**config.mk**
```make
export PLATFORM = sky130hd
export DESIGN_NAME = shift_cmd_seq_flat
export DESIGN_NICKNAME = d
export VERILOG_FILES = /design/src/rtl/shift_cmd_seq_if.sv /design/src/rtl/shift_cmd_seq.sv /design/src/flat_wrapper.sv
export SDC_FILE = /design/constraint.sdc
export NUM_CORES = 1
export LEC_CHECK = 0
export ABC_AREA = 1
export BUFFER_PORTS_ARGS = -buffer_cell sky130_fd_sc_hd__buf_2
export CAP_MARGIN = 20
export CORE_UTILIZATION = 51
export DETAILED_ROUTE_END_ITERATION = 10
export PLACE_DENSITY = 0.84
export SKIP_CTS_REPAIR_TIMING = 1
export SLEW_MARGIN = 30
export SYNTH_ARGS = -nofsm -noshare
export SYNTH_HDL_FRONTEND = slang
export SYNTH_SLANG_ARGS = --single-unit
```
**constraint.sdc**
```tcl
create_clock -name clk -period 5 [get_ports clk]
set_clock_uncertainty 0.15 [all_clocks]
set_input_delay 0 -clock clk [delete_from_list [all_inputs] [get_ports clk]]
set_output_delay 0 -clock clk [all_outputs]
set_load 0.005 [all_outputs]
```
**src/rtl/shift_cmd_seq_if.sv**
```systemverilog
// Bundle between the command sequencer and its two neighbours: the CPU-side
// request/result channels and the 8-bit shifter register it drives.
interface shift_cmd_seq_if #(
  parameter int AMT_W = 4
);
  // Request side
  logic             req_valid;
  logic             req_ready;
  logic [7:0]       req_data;
  logic [1:0]       req_kind;
  logic [AMT_W-1:0] req_amount;

  // Shifter side
  logic [2:0]       op;
  logic [1:0]       shamt;
  logic [7:0]       d_in;
  logic [7:0]       sh_q;

  // Result side
  logic             res_valid;
  logic             res_ready;
  logic [7:0]       res_data;
  logic             res_err;
  logic             busy;

  // Sequencer view: it owns op/shamt/d_in and both ready/valid outputs.
  modport slave (
    input  req_valid, req_data, req_kind, req_amount, sh_q, res_ready,
    output req_ready, op, shamt, d_in, res_valid, res_data, res_err, busy
  );

  // Environment view: CPU command bus plus the shifter register.
  modport master (
    output req_valid, req_data, req_kind, req_amount, sh_q, res_ready,
    input  req_ready, op, shamt, d_in, res_valid, res_data, res_err, busy
  );
endinterface

```
**src/rtl/shift_cmd_seq.sv**
```systemverilog
// Command sequencer for the 8-bit shifter: loads a value, then issues shift
// steps of at most MAX_STEP bits until the requested distance is covered.
//
// Handshakes: a transfer happens on a rising clk edge where valid && ready are
// both high. The source holds valid and its payload stable until that edge;
// req_ready and res_valid never depend combinationally on the partner's signal.
module shift_cmd_seq #(
  parameter int MAX_STEP = 3,
  parameter int AMT_W    = 4
) (
  input  logic                  clk,
  input  logic                  reset_n,
  shift_cmd_seq_if.slave        bus,
  output logic [1:0]            o_dbg_state
);

  typedef enum logic [1:0] {
    S_IDLE   = 2'd0,
    S_LOAD   = 2'd1,
    S_SHIFT  = 2'd2,
    S_RESULT = 2'd3
  } state_t;

  localparam logic [2:0] OP_NOP  = 3'b000;
  localparam logic [2:0] OP_LOAD = 3'b001;
  localparam logic [2:0] OP_LSL  = 3'b010;
  localparam logic [2:0] OP_LSR  = 3'b011;
  localparam logic [2:0] OP_ASR  = 3'b100;

  state_t           r_state;
  logic [1:0]       r_kind;
  logic [AMT_W-1:0] r_rem;
  logic             r_err;
  logic [2:0]       r_op;
  logic [1:0]       r_shamt;
  logic [7:0]       r_d_in;
  logic             r_req_ready;
  logic             r_res_valid;
  logic             r_res_err;
  logic             r_busy;

  logic [1:0]       w_step;
  logic [2:0]       w_kind_op;

  // Size of the next step: the remaining distance, capped at MAX_STEP.
  assign w_step = (r_rem > AMT_W'(MAX_STEP)) ? 2'(MAX_STEP) : r_rem[1:0];

  always_comb begin
    w_kind_op = OP_NOP;
    case (r_kind)
      2'b00:   w_kind_op = OP_LSL;
      2'b01:   w_kind_op = OP_LSR;
      2'b10:   w_kind_op = OP_ASR;
      default: w_kind_op = OP_NOP;
    endcase
  end

  // r_rem holds the distance not yet issued to the shifter; the step shown on
  // op/shamt has already been subtracted from it.
  always_ff @(posedge clk or negedge reset_n) begin
    if (!reset_n) begin
      r_state     <= S_IDLE;
      r_kind      <= 2'b00;
      r_rem       <= '0;
      r_err       <= 1'b0;
      r_op        <= OP_NOP;
      r_shamt     <= 2'd0;
      r_d_in      <= 8'h00;
      r_req_ready <= 1'b1;
      r_res_valid <= 1'b0;
      r_res_err   <= 1'b0;
      r_busy      <= 1'b0;
    end else begin
      case (r_state)
        S_IDLE: begin
          if (bus.req_valid) begin
            r_kind      <= bus.req_kind;
            r_rem       <= (bus.req_kind == 2'b11) ? '0 : bus.req_amount;
            r_err       <= (bus.req_kind == 2'b11);
            r_op        <= OP_LOAD;
            r_shamt     <= 2'd0;
            r_d_in      <= bus.req_data;
            r_req_ready <= 1'b0;
            r_busy      <= 1'b1;
            r_state     <= S_LOAD;
          end
        end

        S_LOAD, S_SHIFT: begin
          r_d_in <= 8'h00;
          if (r_rem != '0) begin
            r_op    <= w_kind_op;
            r_shamt <= w_step;
            r_rem   <= r_rem - AMT_W'(w_step);
            r_state <= S_SHIFT;
          end else begin
            r_op        <= OP_NOP;
            r_shamt     <= 2'd0;
            r_res_valid <= 1'b1;
            r_res_err   <= r_err;
            r_state     <= S_RESULT;
          end
        end

        S_RESULT: begin
          if (bus.res_ready) begin
            r_res_valid <= 1'b0;
            r_res_err   <= 1'b0;
            r_err       <= 1'b0;
            r_req_ready <= 1'b1;
            r_busy      <= 1'b0;
            r_state     <= S_IDLE;
          end
        end

        default: r_state <= S_IDLE;
      endcase
    end
  end

  assign bus.op        = r_op;
  assign bus.shamt     = r_shamt;
  assign bus.d_in      = r_d_in;
  assign bus.req_ready = r_req_ready;
  assign bus.res_valid = r_res_valid;
  assign bus.res_err   = r_res_err;
  assign bus.busy      = r_busy;
  // sh_q is the shifter's register output and is held by NOP during RESULT.
  assign bus.res_data  = r_res_valid ? bus.sh_q : 8'h00;
  assign o_dbg_state   = r_state;

endmodule
```
**src/flat_wrapper.sv**
```systemverilog
// flat-port wrapper written by rule: the top's interface ports become plain ports
module shift_cmd_seq_flat 
#(
  parameter int MAX_STEP = 3,
  parameter int AMT_W    = 4
)
  (clk, reset_n, o_dbg_state, bus_req_valid, bus_req_data, bus_req_kind, bus_req_amount, bus_sh_q, bus_res_ready, bus_req_ready, bus_op, bus_shamt, bus_d_in, bus_res_valid, bus_res_data, bus_res_err, bus_busy);
  shift_cmd_seq_if #(.AMT_W(AMT_W)) bus_i ();
  input  logic clk;
  input  logic reset_n;
  output logic [1:0] o_dbg_state;
  input wire logic [$bits(bus_i.req_valid)-1:0] bus_req_valid;
  input wire logic [$bits(bus_i.req_data)-1:0] bus_req_data;
  input wire logic [$bits(bus_i.req_kind)-1:0] bus_req_kind;
  input wire logic [$bits(bus_i.req_amount)-1:0] bus_req_amount;
  input wire logic [$bits(bus_i.sh_q)-1:0] bus_sh_q;
  input wire logic [$bits(bus_i.res_ready)-1:0] bus_res_ready;
  output wire logic [$bits(bus_i.req_ready)-1:0] bus_req_ready;
  output wire logic [$bits(bus_i.op)-1:0] bus_op;
  output wire logic [$bits(bus_i.shamt)-1:0] bus_shamt;
  output wire logic [$bits(bus_i.d_in)-1:0] bus_d_in;
  output wire logic [$bits(bus_i.res_valid)-1:0] bus_res_valid;
  output wire logic [$bits(bus_i.res_data)-1:0] bus_res_data;
  output wire logic [$bits(bus_i.res_err)-1:0] bus_res_err;
  output wire logic [$bits(bus_i.busy)-1:0] bus_busy;
  assign bus_i.req_valid = bus_req_valid;
  assign bus_i.req_data = bus_req_data;
  assign bus_i.req_kind = bus_req_kind;
  assign bus_i.req_amount = bus_req_amount;
  assign bus_i.sh_q = bus_sh_q;
  assign bus_i.res_ready = bus_res_ready;
  assign bus_req_ready = bus_i.req_ready;
  assign bus_op = bus_i.op;
  assign bus_shamt = bus_i.shamt;
  assign bus_d_in = bus_i.d_in;
  assign bus_res_valid = bus_i.res_valid;
  assign bus_res_data = bus_i.res_data;
  assign bus_res_err = bus_i.res_err;
  assign bus_busy = bus_i.busy;
  shift_cmd_seq #(.MAX_STEP(MAX_STEP), .AMT_W(AMT_W)) u_core (.clk(clk), .reset_n(reset_n), .bus(bus_i), .o_dbg_state(o_dbg_state));
endmodule
```
==> run_results.csv, run 1 <==
group,metric,value,unit
timing,tightest_slew,570.4,ps
floorplanning,coreArea,2455,um^2
clock_network,clock_sinks,26,
yosys,seq_area_frac_synth,0.4943,
detailed_routing,drtAntennaViolNets,0,
power_and_ir_drop,total_power,0.001183,W
worst_setup_path,r2r_setup_slack,2850,ps
placed_design,place_congestion,0.9023,
detailed_routing,wirelength,3.254,mm
worst_setup_path,end_kind,"register",
grt,grt-ovfl-total,0,
run,drv_cap,0,
detailed_routing,vias,1295,
floorplanning,die-height,52.85,um
grt,antenna_found_initial,0,
grt,grt_pass1_vias,959,
detailed_routing,firstDrtPassIters,4,
floorplanning,ios,53,
clock_network,insertion_delay,330,ps
timing,final_max_slew_viol_count,0,
placed_design,dpl_cell_area,1594,um^2
timing,hold_violations,0,
power_and_ir_drop,p_leak,1.056,nW
clock_network,htreeDepth,1,
finish,nets,266,
worst_setup_path,reg2reg_depth,7,
power_and_ir_drop,powerDensity,630.4,nW/um^2
floorplanning,rows,18,
worst_setup_path,critPathMaxStageDelay,580,ps
yosys,syn_nets,189,
grt,grt_max_degree,27,
grt,grt_use_total,0.2076,
yosys,syn-instance-count,160,
worst_setup_path,cp_slowest_cell,"dlygate4sd3_1",
worst_setup_path,cpLargestDelayFamily,"buffers and inverters",
yosys,yosys_warnings,0,
finish,diodes,0,
yosys,syn_avg_cell_area,8.242,um^2
clock_network,clk_pin_slew_worst_paths,150,ps
yosys,syn_area,1319,um^2
yosys,ys_seq_elements,26,
timing,setup_violations,0,
placed_design,dp_hpwl,1.999,mm
finish,area_growth,42.31,%
worst_hold_path,hold_class,"in2async",
worst_setup_path,cp-start-kind,"register",
power_and_ir_drop,peakVddDrop,0.5685,mV
worst_setup_path,crit_type,"reg2reg",
timing,slew_headroom,0.6197,
yosys,ys_types,26,
detailed_routing,drt_iter0_markers,33,
placed_design,port_buffers,52,
timing,max_freq,0.4647,GHz
worst_setup_path,required,5120,ps
worst_setup_path,worstSetupPathDepth,7,
finish,layout-drive-gt1-share,0.2881,
clock_network,clockBufferDepth,2,
clock_network,tritoncts,"built",
worst_setup_path,r2r_end,"u_core.r_rem[3]",
detailed_routing,routed_via_density,4.868,
worst_setup_path,rr_startpoint,"u_core.o_dbg_state[0]",
floorplanning,chipWidth,52.85,um
clock_network,cts_root_buf,"clkbuf_4",
finish,stdcell_area,1877,um^2
timing,period_minus_slack,2152,ps
worst_setup_path,crit_arrival,2280,ps
floorplanning,die_area,2793,um^2
worst_setup_path,critPathCapture,"u_core.r_rem[3]",
clock_network,cts_buffers,3,
detailed_routing,post-route-drc-count,0,
run_status,status,"finished, final reports clean",
worst_setup_path,crit_buf_inv,2,
worst_setup_path,crit_fanout,9,
grt,grt_pass1_wl,4.050,mm
timing,tns,0,ps
worst_setup_path,crit_chain,"inv_1, ha_1, nand2_4, nor2_4, nand3_1, dlygate4sd3_1, nand2_1",
worst_setup_path,cp-startpoint,"u_core.o_dbg_state[0]",
floorplanning,start_util,0.5372,
detailed_routing,routedWlPerCell,12.23,um
timing,rsz0062_at_grt,"false",
timing,period_share,0.4304,
## where the power goes
group          switching, W  internal [W]
combinational      0.000390      0.000266
sequential        0.0000686      0.000311
clock             0.0000660     0.0000812
total              0.000525      0.000658
## layout make-up
type / instances / area [um^2]
sequential: 26 / 651.9
fill: 177 / 578.1
multi-input combinational: 96 / 505.5
timing repair buffer: 75 / 490.5
inverter: 35 / 138.9
tap: 30 / 37.54
clock inverter: 1 / 30.03
clock buffer: 3 / 22.52
## flip-flops by register name, summed over array words and instances, names as in the netlist
name,cells
u_core.bus.res_valid,1
u_core.bus.op,3
u_core.bus.shamt,2
u_core.r_kind,2
u_core.r_rem,4
u_core.r_err,1
u_core.bus.req_ready,1
u_core.bus.busy,1
u_core.bus.res_err,1
u_core.bus.d_in,8
u_core.o_dbg_state,2
## worst register-to-register path: cells and delay by family (launching register included)
family        cells  cell delay (ps)
fa+ha+maj         1              310
simple gates      4              560
buf+inv           2              660
flops             1              420
## per-layer routing
metal,vias up,GRT usage,routed length [um]
met5,-,0,0
met4,0,0.09649,49
met3,4,0.04598,204
met2,50,0.3270,1671
met1,598,0.2705,1329
li1,643,-,-
## stage by stage
| step | setup WS [ps] | utilization | hold WS (ps) | cells |
|---|---|---|---|---|
| after floorplan | 3397 | - | -445.6 | 160 |
| after global placement | 3095 | 0.6493 | -124.2 | 239 |
| after detailed placement | 3040 | 0.6493 | -122.6 | 239 |
| after CTS | 3008 | 0.6707 | -496.2 | 243 |
| after global routing | 2707 | 0.7645 | 90.99 | 266 |
| final | 2848 | 0.7645 | 37.45 | 266 |
## synth_stat cells (all sizes together)
library cell  count  area share
nor2              5       0.024
buf               2       0.014
o211ai            1      0.0057
clkinv            1      0.0066
nand3             6       0.027
o21ai            22       0.092
clkbuf            1      0.0028
o22ai             1      0.0047
dfstp             1       0.020
dfrtp            25        0.47
inv              34       0.099
nand2            48        0.15
nand3b            1      0.0057
a22oi             1      0.0057
a21oi             5       0.019
mux2              2       0.017
ha                3       0.028
xor2              1      0.0066
## logic make-up after synthesis
kind of cell	count (synthesis)	synth area share
mux	2	0.01708
fa+ha+maj	3	0.02847
flops	26	0.4943
compound gates	30	0.1271
buf+inv	38	0.1224
simple gates	60	0.2040
xor+xnor	1	0.006643
## cell usage in the layout, fill, tap and decap left out, drive strengths merged
| master | Yosys | routed |
|---|---|---|
| o21ai | 22 | 22 |
| nand3b | 1 | 1 |
| mux2 | 2 | 2 |
| o211ai | 1 | 1 |
| a22oi | 1 | 1 |
| nand3 | 6 | 6 |
| nor2 | 5 | 5 |
| clkinv | 1 | 1 |
| inv | 34 | 34 |
| dfrtp | 25 | 25 |
| bufinv | 0 | 1 |
| buf | 2 | 52 |
| ha | 3 | 3 |
| nand2 | 48 | 48 |
| clkbuf | 1 | 3 |
| dfstp | 1 | 1 |
| dlygate4sd3 | 0 | 23 |
| xor2 | 1 | 1 |
| a21oi | 5 | 5 |
| o22ai | 1 | 1 |
## how the worst min path moves through the flow
stage	endpoint	slack (ps)	depth (start not counted)
3_5_place_dp	u_core.bus.busy	-120	1
3_3_place_gp	u_core.bus.busy	-120	1
5_1_grt	u_core.bus.op[2]	90	2
6_report	u_core.bus.op[2]	40	2
4_1_cts	u_core.bus.op[2]	-500	1
2_1_floorplan	u_core.bus.busy	-450	0
Power figures use the tool's default switching activity.
==> inputs of run 2 (changes only) <==
--- a/config.mk
+++ b/config.mk
@@ -8,9 +8,9 @@
 export ABC_AREA = 1
 export BUFFER_PORTS_ARGS = -buffer_cell sky130_fd_sc_hd__buf_2
 export CAP_MARGIN = 20
-export CORE_UTILIZATION = 51
+export CORE_UTILIZATION = 47
 export DETAILED_ROUTE_END_ITERATION = 10
-export PLACE_DENSITY = 0.84
+export PLACE_DENSITY = 0.78
 export SKIP_CTS_REPAIR_TIMING = 1
 export SLEW_MARGIN = 30
 export SYNTH_ARGS = -nofsm -noshare
==> constraint.sdc (replaced) <==
create_clock -name clk -period 2.2 [get_ports clk]
set_clock_uncertainty 0.15 [all_clocks]
set_input_delay 0 -clock clk [delete_from_list [all_inputs] [get_ports clk]]
set_output_delay 0 -clock clk [all_outputs]
set_load 0.005 [all_outputs]
==> run 2 against run 1 <==
Compared with the run above:
- count of clock-buffer cells in the layout is the same
- fmax increased by 0.61%
- non-clock buffer count shrank 2
- core utilization down 4.2 points
- flip-flop and latch count unchanged
- critical path type unchanged
- hold slack better by 22 ps
==> run_results.csv, run 2 (synthesized netlist as in run 1, its figures left out) <==
group,metric,value,unit
run_status,status,"finished, final reports clean",
finish,layout-drive-gt1-share,0.2949,
detailed_routing,routed_via_density,4.792,
timing,tightest_slew,564.7,ps
floorplanning,coreArea,2567,um^2
grt,grt_pass1_wl,4.402,mm
finish,layout_commonest_cell,"buf_2",
run,drv_cap,0,
floorplanning,chipWidth,54.97,um
grt,grt_max_degree,27,
clock_network,clockBufferDepth,2,
timing,setup_violations,0,
worst_setup_path,crit_chain,"inv_1, ha_1, nand2_4, nor2_4, nand2_1, dlygate4sd3_1, o21ai_1",
floorplanning,die_area,3022,um^2
timing,setup_slack,61.07,ps
timing,period_share,0.9722,
clock_network,tritoncts,"built",
timing,max_freq,0.4675,GHz
timing,slew_headroom,0.6235,
grt,grt_use_total,0.2118,
placed_design,place_congestion,0.9383,
worst_setup_path,required,2320,ps
detailed_routing,wirelength,3.110,mm
clock_network,clock_sinks,26,
clock_network,htreeDepth,1,
finish,largest_reg_flops,8,
worst_setup_path,cp_slowest_cell,"dlygate4sd3_1",
clock_network,cts_buffers,3,
finish,diodes,0,
detailed_routing,routedWlPerCell,11.78,um
worst_setup_path,crit_type,"reg2reg",
detailed_routing,firstDrtPassIters,4,
placed_design,dp_slack,437.2,ps
worst_hold_path,hold_class,"in2async",
placed_design,dp.cells,240,
floorplanning,die-height,54.97,um
timing,hold_violations,0,
placed_design,dp_hpwl,2.214,mm
power_and_ir_drop,powerDensity,1452,nW/um^2
worst_setup_path,r2r_setup_slack,60,ps
detailed_routing,drtAntennaViolNets,0,
finish,fin_cells,264,
finish,stdcell_area,1854,um^2
worst_setup_path,reg2reg_depth,7,
placed_design,dpl_cell_area,1602,um^2
worst_setup_path,r2r_end,"u_core.bus.d_in[5]",
clock_network,insertion_delay,330,ps
detailed_routing,drt_iter0_markers,21,
power_and_ir_drop,peakVddDrop,0.8737,mV
finish,area_growth,40.61,%
detailed_routing,post-route-drc-count,0,
worst_setup_path,rr_startpoint,"u_core.o_dbg_state[0]",
floorplanning,rows,18,
worst_setup_path,end_kind,"register",
worst_setup_path,crit_fanout,9,
worst_setup_path,critPathMaxStageDelay,570,ps
timing,final_max_slew_viol_count,0,
grt,grt_pass1_vias,1059,
floorplanning,start_util,0.5136,
clock_network,clk_pin_slew_worst_paths,140,ps
floorplanning,ios,53,
grt,grt-ovfl-total,0,
worst_setup_path,crit_arrival,2250,ps
detailed_routing,vias,1265,
finish,nets,264,
power_and_ir_drop,p_leak,1.056,nW
finish,most-common-layout-cells,"buf_2, nand2_1, inv_1",
worst_setup_path,cp-start-kind,"register",
timing,period_minus_slack,2139,ps
placed_design,port_buffers,52,
grt,antenna_found_initial,0,
clock_network,cts_root_buf,"clkbuf_4",
==> run 2: changes by cell type in the layout (fill, tap and decap cells not counted), sizes merged <==
cell / delta
dlygate4sd3: -3
buf: +1
==> run 2: critical path: cells and delay by family (launching register included) <==
kind,cells,cell delay [ps]
DFF,1,420
adders and majority gates,1,310
buffers and inverters,2,660
and+or+nand+nor,3,460
AOI/OAI and AO/OA,1,70
==> run 2: through the flow <==
step	total power (W)	utilization	TNS, ps	hold WS (ps)
2_1_floorplan	0.001897	-	0	-445.6
3_3_place_gp	0.002249	0.6238	0	-133.4
3_5_place_dp	0.002312	0.6238	0	-126.0
4_1_cts	0.002643	0.6443	0	-491.9
5_1_grt	0.002960	0.7222	-24.52	100.8
6_report	0.002692	0.7222	0	58.99
==> run 2: routing by layer <==
metal,track usage,wire (um),vias to the layer above
met2,0.3655,1597,44
li1,-,-,642
met1,0.2680,1294,574
met3,0.02459,176,5
met5,0,0,-
met4,0.08750,42,0
==> run 2: cell type report <==
cell class              instances  area [um^2]
inverters                      35        138.9
repair buffers                 73        467.9
clock inverters                 1        30.03
clock buffers                   3        22.52
flip-flops and latches         26        651.9
multi-input cells              96        505.5
well taps                      30        37.54
fillers                       209        713.2
==> run 2: worst max-delay path by stage <==
stage | start | endpoint | slack [ps] | cells past startpoint
final | u_core.o_dbg_state[0] | u_core.bus.d_in[5] | 60 | 7
after global routing | u_core.o_dbg_state[0] | u_core.bus.d_in[5] | -20 | 7
after CTS | u_core.o_dbg_state[0] | u_core.bus.op[0] | 410 | 7
after detailed placement | u_core.o_dbg_state[1] | u_core.bus.d_in[2] | 440 | 6
after global placement | u_core.o_dbg_state[1] | u_core.bus.op[0] | 490 | 7
after floorplan | u_core.o_dbg_state[0] | u_core.r_rem[3] | 600 | 10
==> run 2: power breakdown <==
group | switching, W | internal [W] | total [W]
clock network | 0.000146 | 0.000184 | 0.000331
logic | 0.000881 | 0.000621 | 0.00150
registers | 0.000151 | 0.000708 | 0.000859
total | 0.00118 | 0.00151 | 0.00269
==> inputs of run 3 (changes only) <==
==> constraint.sdc (replaced) <==
create_clock -name clk -period 2.2 [get_ports clk]
set_clock_uncertainty 0.15 [all_clocks]
set_input_delay 0.33 -clock clk [delete_from_list [all_inputs] [get_ports clk]]
set_output_delay 0.33 -clock clk [all_outputs]
set_load 0.005 [all_outputs]
==> run 3 against run 2 <==
Compared with the run above:
- first-iteration DRC count unchanged
- cell count is 7.2% lower
- critical path depth is the same
- highest routed layer unchanged
- wire length is 11% lower
- non-clock buffer count decreased by 19
- global-route usage unchanged
- flip-flop and latch count stayed put
- sequential power about the same
- fmax is 19% higher
- sequential share of layout area increased by 4.0 points
- largest cell class unchanged
- register-to-register slack better by 350 ps
- die area did not move
==> run_results.csv, run 3 (synthesized netlist as in run 1, its figures left out) <==
group,metric,value,unit
finish,fillerInstances,229,
detailed_routing,routedWlPerCell,11.27,um
worst_hold_path,hold_class,"in2reg",
worst_setup_path,cp_slowest_cell,"ha_1",
worst_setup_path,required,2310,ps
worst_hold_path,hold_depth,3,
clock_network,cts_root_buf,"clkbuf_4",
grt,grt_max_degree,27,
timing,tightest_slew,556.2,ps
floorplanning,coreArea,2567,um^2
floorplanning,die_area,3022,um^2
finish,area_growth,26.19,%
finish,layout-drive-gt1-share,0.3209,
placed_design,dp_hpwl,2.214,mm
floorplanning,chipWidth,54.97,um
clock_network,tritoncts,"built",
placed_design,port_buffers,52,
finish,nets,245,
grt,grt-ovfl-total,0,
timing,setup_violations,0,
timing,rsz0062_at_grt,"false",
power_and_ir_drop,powerDensity,1578,nW/um^2
clock_network,clock_sinks,26,
detailed_routing,vias,1198,
timing,hold_violations,0,
grt,antenna_found_initial,0,
power_and_ir_drop,p_leak,0.9791,nW
timing,period_minus_slack,1791,ps
finish,diodes,0,
run,drv_cap,0,
worst_setup_path,crit_fanout,14,
floorplanning,start_util,0.5136,
detailed_routing,drt_iter0_markers,21,
clock_network,cts_buffers,3,
worst_setup_path,reg2reg_depth,7,
floorplanning,die-height,54.97,um
worst_setup_path,crit_buf_inv,3,
power_and_ir_drop,peakVddDrop,0.8551,mV
floorplanning,ios,53,
detailed_routing,drtAntennaViolNets,0,
clock_network,insertion_delay,320,ps
detailed_routing,post-route-drc-count,0,
clock_network,clk_pin_slew_worst_paths,140,ps
worst_setup_path,worstSetupPathDepth,7,
placed_design,place_congestion,0.9383,
worst_setup_path,critPathMaxStageDelay,480,ps
worst_setup_path,crit_type,"reg2reg",
timing,max_freq,0.5584,GHz
timing,slew_headroom,0.6292,
worst_setup_path,end_kind,"register",
placed_design,dp_slack,437.2,ps
finish,layout_commonest_cell,"buf_2",
finish,most-common-layout-cells,"buf_2, nand2_1, inv_1",
clock_network,htreeDepth,1,
run_status,status,"finished, final reports clean",
timing,period_share,0.8140,
timing,tns,0,ps
grt,grt_pass1_vias,1059,
finish,seqCellArea,651.9,um^2
timing,final_max_slew_viol_count,0,
detailed_routing,routed_via_density,4.890,
finish,multi_input_area,505.5,um^2
worst_setup_path,cp-start-kind,"register",
detailed_routing,wirelength,2.761,mm
worst_setup_path,cpLargestDelayFamily,"adder cells",
detailed_routing,firstDrtPassIters,4,
worst_setup_path,crit_arrival,1900,ps
grt,grt_pass1_wl,4.402,mm
floorplanning,rows,18,
clock_network,clockBufferDepth,2,
grt,grt_use_total,0.2118,
timing,setup_slack,409.1,ps
finish,largest_reg_flops,8,
worst_setup_path,crit_chain,"inv_1, ha_1, inv_4, o21ai_4, buf_4, nor2_1, a21oi_1",
==> run 3: cell types whose count changed in the layout (fill, tap and decap cells not counted), sizes merged <==
cell,before,now
dlygate4sd3,20,1
==> run 3: where the power goes <==
group	internal (W)	total (W)	switching, W
clock	0.000184	0.000326	0.000142
combinational	0.000574	0.00144	0.000866
sequential	0.000708	0.000859	0.000151
total	0.00147	0.00263	0.00116
==> run 3: final timing paths <==
check,startpoint,slack [ps],end
worst min register to register,u_core.bus.req_ready,340,u_core.bus.req_ready
worst min-delay path,bus_req_data[6],60,u_core.bus.d_in[6]
max in group asynchronous,reset_n,1170,u_core.bus.req_ready
worst max-delay path,u_core.o_dbg_state[0],410,u_core.bus.op[0]
min in group asynchronous,reset_n,360,u_core.bus.shamt[1]
worst max register to register,u_core.o_dbg_state[0],410,u_core.bus.op[0]
==> run 3: layout make-up <==
cell class | count | area share
inverters | 35 | 0.08346
repair buffers | 54 | 0.1669
flip-flops and latches | 26 | 0.3917
multi-input cells | 96 | 0.3038
clock buffers | 3 | 0.01353
clock inverters | 1 | 0.01805
well taps | 30 | 0.02256
==> run 3: worst reg2reg max path: cells and delay by family, from the launching register on <==
family | cells | cell delay, ps
buf+inv | 3 | 390
flops | 1 | 390
compound gates | 2 | 260
fa+ha+maj | 1 | 480
simple gates | 1 | 60
==> run 3: metrics by stage <==
stage            util  hold WS (ps)  cell area (um^2)  total power, W  cells
2_1_floorplan       -        -115.6              1319        0.001897    160
3_3_place_gp   0.6238         196.6              1602        0.002249    240
3_5_place_dp   0.6238         204.0              1602        0.002312    240
4_1_cts        0.6443        -161.9              1654        0.002643    244
5_1_grt        0.6481         44.16              1664        0.002899    245
6_report       0.6481         59.23              1664        0.002625    245
==> run 3: metal layers <==
layer	part of all wire	wire, um	up-vias	GRT usage
li1	-	-	609	-
met1	0.43	1197	544	0.2680
met2	0.50	1368	41	0.3655
met3	0.062	172	4	0.02459
met4	0.0080	22	0	0.08750
met5	0	0	-	0
